$ cat src/rtl/tytra_map_pkg.sv
// Shared definitions for TyBEC map nodes: stream handshake bit type,
// default operand width and the sign/zero extension helper used by arithmetic nodes.
package tytra_map_pkg;

   typedef logic hs_bit_t;

   localparam hs_bit_t HS_ACTIVE     = 1'b1;
   localparam int      DEFAULT_DATAW = 32;

   // Fill bit used when widening an operand to the full product width.
   function automatic logic ext_fill(input logic msb, input bit is_signed);
      return is_signed & msb;
   endfunction

endpackage

$ cat src/rtl/tytra_pipe_stage.sv
// One register slice of a bubble-collapsing valid/ready pipeline:
// holds payload d and valid bit v, and advances when empty or when the next stage advances.
module tytra_pipe_stage
   import tytra_map_pkg::*;
#(
   parameter int W = DEFAULT_DATAW
) (
   input  logic         clk,
   input  logic         rst,
   input  hs_bit_t      adv_next,
   input  hs_bit_t      v_in,
   input  logic [W-1:0] d_in,
   output hs_bit_t      adv,
   output hs_bit_t      v,
   output logic [W-1:0] d
);

   // An empty slice always accepts, which lets bubbles collapse under a stall.
   assign adv = ~v | adv_next;

   // NOTE: the payload is cleared on reset as well, so out1 reads 0 after reset, not stale data.
   always_ff @(posedge clk) begin
      if (rst) begin
         v <= 1'b0;
         d <= '0;
      end else if (adv) begin
         v <= v_in;
         d <= d_in;
      end
   end

endmodule

$ cat src/rtl/tytra_map_mul_pipe.sv
// Pipelined integer multiplier map node with joined valid/ready inputs,
// optional constant operand, signed/unsigned mode and per-stage stall.
module tytra_map_mul_pipe
   import tytra_map_pkg::*;
#(
   parameter int               DATAW     = DEFAULT_DATAW,
   parameter int               OUTW      = 32,
   parameter int               LAT       = 2,
   parameter bit               USE_CONST = 1'b1,
   parameter logic [DATAW-1:0] CONST_VAL = DATAW'(432),
   parameter bit               SIGNED    = 1'b0
) (
   input  logic             clk,
   input  logic             rst,
   input  logic             ivalid_in1,
   input  logic [DATAW-1:0] in1,
   input  logic             ivalid_in2,
   input  logic [DATAW-1:0] in2,
   output logic             iready,
   output logic             ovalid,
   output logic [OUTW-1:0]  out1,
   input  logic             oready,
   output logic             busy
);

   hs_bit_t            ivalid;
   hs_bit_t            xfer;
   logic [DATAW-1:0]   op_b;
   logic [DATAW-1:0]   mul_a;
   logic [DATAW-1:0]   mul_b;
   logic [2*DATAW-1:0] ext_a;
   logic [2*DATAW-1:0] ext_b;
   logic [OUTW-1:0]    prod;
   logic [LAT:0]       adv;
   logic [LAT-1:0]     v_q;
   logic [OUTW-1:0]    d_q [LAT];
   logic               unused_in2;

   assign ivalid     = ivalid_in1 & (USE_CONST ? HS_ACTIVE : ivalid_in2);
   assign op_b       = USE_CONST ? CONST_VAL : in2;
   assign unused_in2 = ^{in2, ivalid_in2};

   // Ready ripples back combinationally from oready through the stall chain.
   assign adv[LAT] = oready;
   assign iready   = adv[0];
   assign xfer     = ivalid & iready;

   // Low bits of the widened product equal the 2*DATAW-bit signed/unsigned product.
   assign ext_a = {{DATAW{ext_fill(mul_a[DATAW-1], SIGNED)}}, mul_a};
   assign ext_b = {{DATAW{ext_fill(mul_b[DATAW-1], SIGNED)}}, mul_b};
   assign prod  = OUTW'(ext_a * ext_b);

   generate
      if (LAT == 1) begin : g_lat1
         assign mul_a = in1;
         assign mul_b = op_b;

         tytra_pipe_stage #(.W(OUTW)) u_stage0 (
            .clk      (clk),
            .rst      (rst),
            .adv_next (adv[1]),
            .v_in     (xfer),
            .d_in     (prod),
            .adv      (adv[0]),
            .v        (v_q[0]),
            .d        (d_q[0])
         );
      end else begin : g_latn
         logic [2*DATAW-1:0] op_q;

         tytra_pipe_stage #(.W(2*DATAW)) u_stage0 (
            .clk      (clk),
            .rst      (rst),
            .adv_next (adv[1]),
            .v_in     (xfer),
            .d_in     ({in1, op_b}),
            .adv      (adv[0]),
            .v        (v_q[0]),
            .d        (op_q)
         );

         // Stage 0 carries operands; its product view feeds stage 1.
         assign {mul_a, mul_b} = op_q;
         assign d_q[0]         = prod;

         for (genvar s = 1; s < LAT; s++) begin : g_stage
            tytra_pipe_stage #(.W(OUTW)) u_stage (
               .clk      (clk),
               .rst      (rst),
               .adv_next (adv[s+1]),
               .v_in     (v_q[s-1]),
               .d_in     (d_q[s-1]),
               .adv      (adv[s]),
               .v        (v_q[s]),
               .d        (d_q[s])
            );
         end
      end
   endgenerate

   assign ovalid = v_q[LAT-1];
   assign out1   = d_q[LAT-1];
   assign busy   = |v_q;

endmodule

$ cat config.mk
export PLATFORM = sky130hd
export DESIGN_NAME = tytra_map_mul_pipe
export DESIGN_NICKNAME = d
export VERILOG_FILES = /design/src/rtl/tytra_map_pkg.sv /design/src/rtl/tytra_pipe_stage.sv /design/src/rtl/tytra_map_mul_pipe.sv
export SDC_FILE = /design/constraint.sdc
export NUM_CORES = 1
export LEC_CHECK = 0
export CAP_MARGIN = 10
export CORE_MARGIN = 5
export CORE_UTILIZATION = 26
export CTS_CLUSTER_DIAMETER = 80
export DETAILED_ROUTE_END_ITERATION = 16
export HOLD_SLACK_MARGIN = 0.05
export PLACE_DENSITY = 0.49
export SETUP_SLACK_MARGIN = 0.15
export SLEW_MARGIN = 10
export SYNTH_ARGS = -nofsm -noshare
export SYNTH_HDL_FRONTEND = slang
export SYNTH_SLANG_ARGS = --single-unit
export TNS_END_PERCENT = 100
$ cat constraint.sdc
create_clock -name clk -period 5.7 [get_ports clk]
set_clock_uncertainty 0.2 [all_clocks]
set_input_delay 0.855 -clock clk [delete_from_list [all_inputs] [get_ports clk]]
set_output_delay 0.855 -clock clk [all_outputs]
set_load 0.02 [all_outputs]
Yosys cells after proc, flatten, opt, wreduce, memory -nomap -nowiden
Index checks and enable logic that the tools add are counted.
- output and inout port bits: 35
- register bits: 70
- input bits: 69
- $mul: 1
- reductions and logical operators: 1
- bitwise operators: 5
- operator list (cell ; number):
    $mul 32x5->28 ; 1
    $not 1->1 ; 2
    $or 1x1->1 ; 2
    $reduce_or 2->1 ; 1
    $and 1x1->1 ; 1

Logic depth before layout (Yosys ltp)
- word-level depth: 4
- depth in mapped cells: 18
- depth with buffers taken out: 15

Modules after synthesis
Synthesis repeated with hierarchy kept, for this count alone.
- cells, all modules: 2166
- area, all modules: 20561.0 µm²
- by module, submodules not included (module ; area an instance (µm²) ; seq. area each (µm²) ; cells an instance ; instances):
    tytra_map_mul_pipe ; 15870.2 ; 0.0 ; 1721 ; 1
    tytra_pipe_stage at g_latn.u_stage0 ; 3052.9 ; 1301.2 ; 296 ; 1
    tytra_pipe_stage at g_latn.g_stage[1].u_stage ; 1637.8 ; 660.6 ; 149 ; 1

Least setup slack after synthesis
OpenSTA, ideal clock, no wires.
- path type: flip-flop to flip-flop
- start: register g_latn.u_stage0.d[8]
- end: register g_latn.g_stage[1].u_stage.d[28]
- path buffers: 4
- arrival: 4297 ps
- setup slack: 1085 ps
- library setup time: 117 ps
- period minus slack after synthesis: 4615 ps
- cell stages (with the launch flop): 19
- required time: 5383 ps
- cells stage by stage: dfxtp_1 > buf_2 > buf_1 > buf_1 > nand2_1 > inv_1 > ha_1 > fa_1 > inv_1 > fa_1 > inv_1 > ha_1 > buf_2 > a21o_1 > a21o_1 > a211oi_2 > nor3b_1 > or4_1 > a32o_1
- cells in the longest elaborated chain, start to end: 1
- RTL lines (element ; line ; source):
    start, declared ; tytra_pipe_stage.sv:15 ; output logic [W-1:0] d
    start signal, assigned ; tytra_pipe_stage.sv:28 ; d <= d_in;
    $mul 32x5->28 ; tytra_map_mul_pipe.sv:51 ; assign prod = OUTW'(ext_a * ext_b);
    end signal, assigned ; tytra_pipe_stage.sv:28 ;
    end, declared ; tytra_pipe_stage.sv:15 ;
Every way passes these cells.
A chain may end at the register's enable or synchronous reset.

Worst setup path in the final report
- start: register g_latn.u_stage0.d[8]
- end: register g_latn.g_stage[1].u_stage.d[27]
Same word-level chain as after synthesis.

==> out/results.txt <==
Antenna Violating Nets Remaining: 0
P_leak: 3.120 nW
GR met1 Demand/Resource: 0.1596
Maximum clock frequency: 224.8 MHz
Register area share after synthesis: 0.2024
Initial Util: 0.2657
Max transition margin: 0.3367
Largest net degree at the start of global routing: 54
Worst flop-to-flop path startpoint: g_latn.u_stage0.d[8]
DR DRC count: 0
GR peak layer: met1
Post-Syn Instances: 747
Final Instance Area: 6734 um2
First-pass GRT wire length: 22780 um
Wire per inst: 12.71 um
Final slew viol count: 0
Total GRT Usage: 0.1067
Slew @ Worst Pin: 994.9 ps
EDFF count, synth: 0
Die Ht: 159.8 um
Yosys top cell area share: 0.2024
CP bufs+invs: 4
Top_reg_cell synth: dfxtp_1
Startpoint Class: flop
First drt pass iteration count: 4
CP peak stage delay: 500 ps
Setup TNS: 0 ps
CTS tree: built
Crit Path Max Fanout: 41
Placed Instances: 1025
Vias per inst: 4.451
GR Util met3: 0.01907
Non-filler cells in the finished layout: 1041
Path depth of the worst reg2reg path: 15
Iter 0 DRT Violations: 260
Reg2Reg Setup Slack: 1250 ps
Num Clock Sinks: 59
CP delay by family, top: adder cells
Clk buf depth: 2
Min-delay worst type: flop to flop
Clock latency on the worst-skew pair: 340 ps
Congestion Overflow GR: 0
Num ports: 104
# diodes: 0
Crit-path most repeated cell: inv_1
FF+latch count, synth: 59
Yosys Warn Count: 0
Cell row count: 54
Critical path class: flop to flop
Via count: 4634
Placed cell areas: 6420 um2
Crit path max-delay cell type: fa_1
CP required: 5730 ps
Peak VDD IR: 0.1230 mV
Post-synth ARST share: 0
Syn avg cell area: 7.810 um2
Final core utilization: 0.3067
Post-CTS Setup Inserts: 0
Detail Placement HPWL: 10670 um
IO Port Bufs: 62
Outcome: completed
Netlist cell types: 69
Critical path, cell by cell: buf_4, nand2_1, inv_1, ha_1, fa_1, inv_1, fa_1, inv_1, ha_1, a21oi_1, o21ai_0, a21o_1, and2_4, or4_1, a32o_1
R2r endpoint: g_latn.g_stage[1].u_stage.d[27]
RSZ-0062 raised after global routing: no
Hold Path Stages: 2
Max-cap violations: 0
Routability cong.: 0.8134
Worst Hold End: g_latn.g_stage[1].u_stage.d[21]
Area leader, netlist: dfxtp_1
Initial antenna violation count: 0
Number of global-route vias before repair: 4461
Tcrit/Tclk final: 0.7805
Num CTS Buffers: 9
Die ar.: 25540 um2
CP Capture Type: flop
Final hold vios: 0
CP arrival: 4480 ps
Die X-Extent: 159.8 um
Nets: 908
Post-CTS sizing: 0
Area of the core: 21960 um2
P&R area growth vs syn: 15.42%
Cts hold-fix bufs: 0
Detailed Route WL: 13230 um
Clock-pin slew on the worst setup and hold paths: 50 ps
CTS Root Cell: clkbuf_16
Setup violators final: 0
# H-tree levels: 3
Ranking of synthesized cells by area: dfxtp_1 20%, fa_1 12%, ha_1 11%
PwrDens: 231.5 nW/um2
Crit path time final: 4449 ps
Met2 Use GR: 0.1482
Hold_sp: g_latn.g_stage[1].u_stage.d[21]
Synth Cell Area: 5834 um2
Share of cells above drive strength 1: 0.05388
-- cell usage after synthesis, types with 6 or more instances --
master / instances
buf_2: 6
xor2_1: 29
or3_1: 6
inv_1: 86
dfxtp_1: 59
nand2_1: 135
nor3_1: 6
xnor2_1: 13
ha_1: 49
buf_4: 32
and3_1: 16
nand3_1: 12
and2_1: 21
a21oi_1: 56
o21ai_0: 20
nand4_1: 6
a31oi_1: 10
clkbuf_1: 24
nor2_1: 25
fa_1: 34
-- state kept, by name (all words and copies together) (netlist names) --
| register | cells |
|---|---|
| g_latn.u_stage0.d | 29 |
| g_latn.g_stage.u_stage.v | 1 |
| g_latn.u_stage0.v | 1 |
| g_latn.g_stage.u_stage.d | 28 |
-- layout by cell type (no fill, tap or decap), types with 3 or more instances in the layout --
master,count
clkbuf_16,9
a21oi_2,3
o21bai_1,3
xor2_1,29
a211oi_1,5
a22oi_1,3
a31oi_1,10
mux2i_1,5
nor2_1,25
nand3_1,12
clkdlybuf4s50_1,61
o31ai_1,3
nor3_1,6
a21oi_1,56
or4_1,3
nand4_1,6
a32o_1,5
inv_1,86
conb_1,4
o21ai_0,20
xnor2_1,13
dfxtp_1,59
and3_1,16
ha_1,49
o21a_1,5
buf_4,6
clkbuf_8,3
nand2_1,135
and2_1,21
a21o_1,5
fa_1,34
or3_1,6
nand3b_1,5
-- worst register-to-register path, cell delays in order (launching register included) --
cell	delay, ps
dfxtp_1	300
buf_4	310
nand2_1	190
inv_1	110
ha_1	240
fa_1	500
inv_1	50
fa_1	490
inv_1	40
ha_1	370
a21oi_1	270
o21ai_0	150
a21o_1	200
and2_4	180
or4_1	500
a32o_1	250
-- report_power, final --
group          switching (mW)  internal, mW
registers              0.0308         0.456
logic                   0.287         0.217
clock network           0.196         0.372
total                   0.514          1.05
-- final cells by class --
class                   instances  area, um2
well taps                     280      350.3
fillers                      2344      15220
flip-flops and latches         59       1181
multi-input cells             532       3905
repair buffers                 68      660.6
inverters                      86      322.8
clock inverters                 4      47.55
clock buffers                  12      266.5
-- routing by layer --
| metal | routed length [um] | share of wire |
|---|---|---|
| met5 | 0 | 0 |
| met4 | 284 | 0.021 |
| met3 | 436 | 0.033 |
| met2 | 5350 | 0.40 |
| met1 | 7160 | 0.54 |
-- through the flow --
step	power (mW)	setup WS [ps]	hold slack [ps]
floorplan	0.8972	1085	226.3
global placement	1.005	1227	238.7
detailed placement	1.006	1234	241.7
CTS	1.588	1221	249.5
global route	1.667	955.8	264.8
finish	1.559	1251	247.5
-- kinds of logic (layout without fill, tap and decap cells) --
| group | after synthesis | after routing | share of synthesized area |
|---|---|---|---|
| AND/OR/NAND/NOR | 247 | 247 | 0.1960 |
| other | 1 | 4 | 0.0006427 |
| buffers and inverters | 159 | 170 | 0.1302 |
| adder cells (fa/ha/maj) | 83 | 83 | 0.2217 |
| AO/OA/AOI/OAI | 150 | 150 | 0.1746 |
| multiplexers | 5 | 5 | 0.008579 |
| flip-flops | 59 | 59 | 0.2024 |
| XOR/XNOR | 43 | 43 | 0.06584 |
-- worst max-delay path by stage --
stage	slack (ps)	endpoint	depth (start not counted)	startpoint
after floorplan	1090	g_latn.g_stage[1].u_stage.d[28]	18	g_latn.u_stage0.d[8]
after global placement	1230	g_latn.g_stage[1].u_stage.d[27]	15	g_latn.u_stage0.d[8]
after detailed placement	1230	g_latn.g_stage[1].u_stage.d[27]	15	g_latn.u_stage0.d[8]
after CTS	1220	g_latn.g_stage[1].u_stage.d[27]	15	g_latn.u_stage0.d[8]
after global routing	960	g_latn.g_stage[1].u_stage.d[28]	15	g_latn.u_stage0.d[8]
final	1250	g_latn.g_stage[1].u_stage.d[27]	15	g_latn.u_stage0.d[8]
Note: power is estimated with default switching activity, not from simulation.
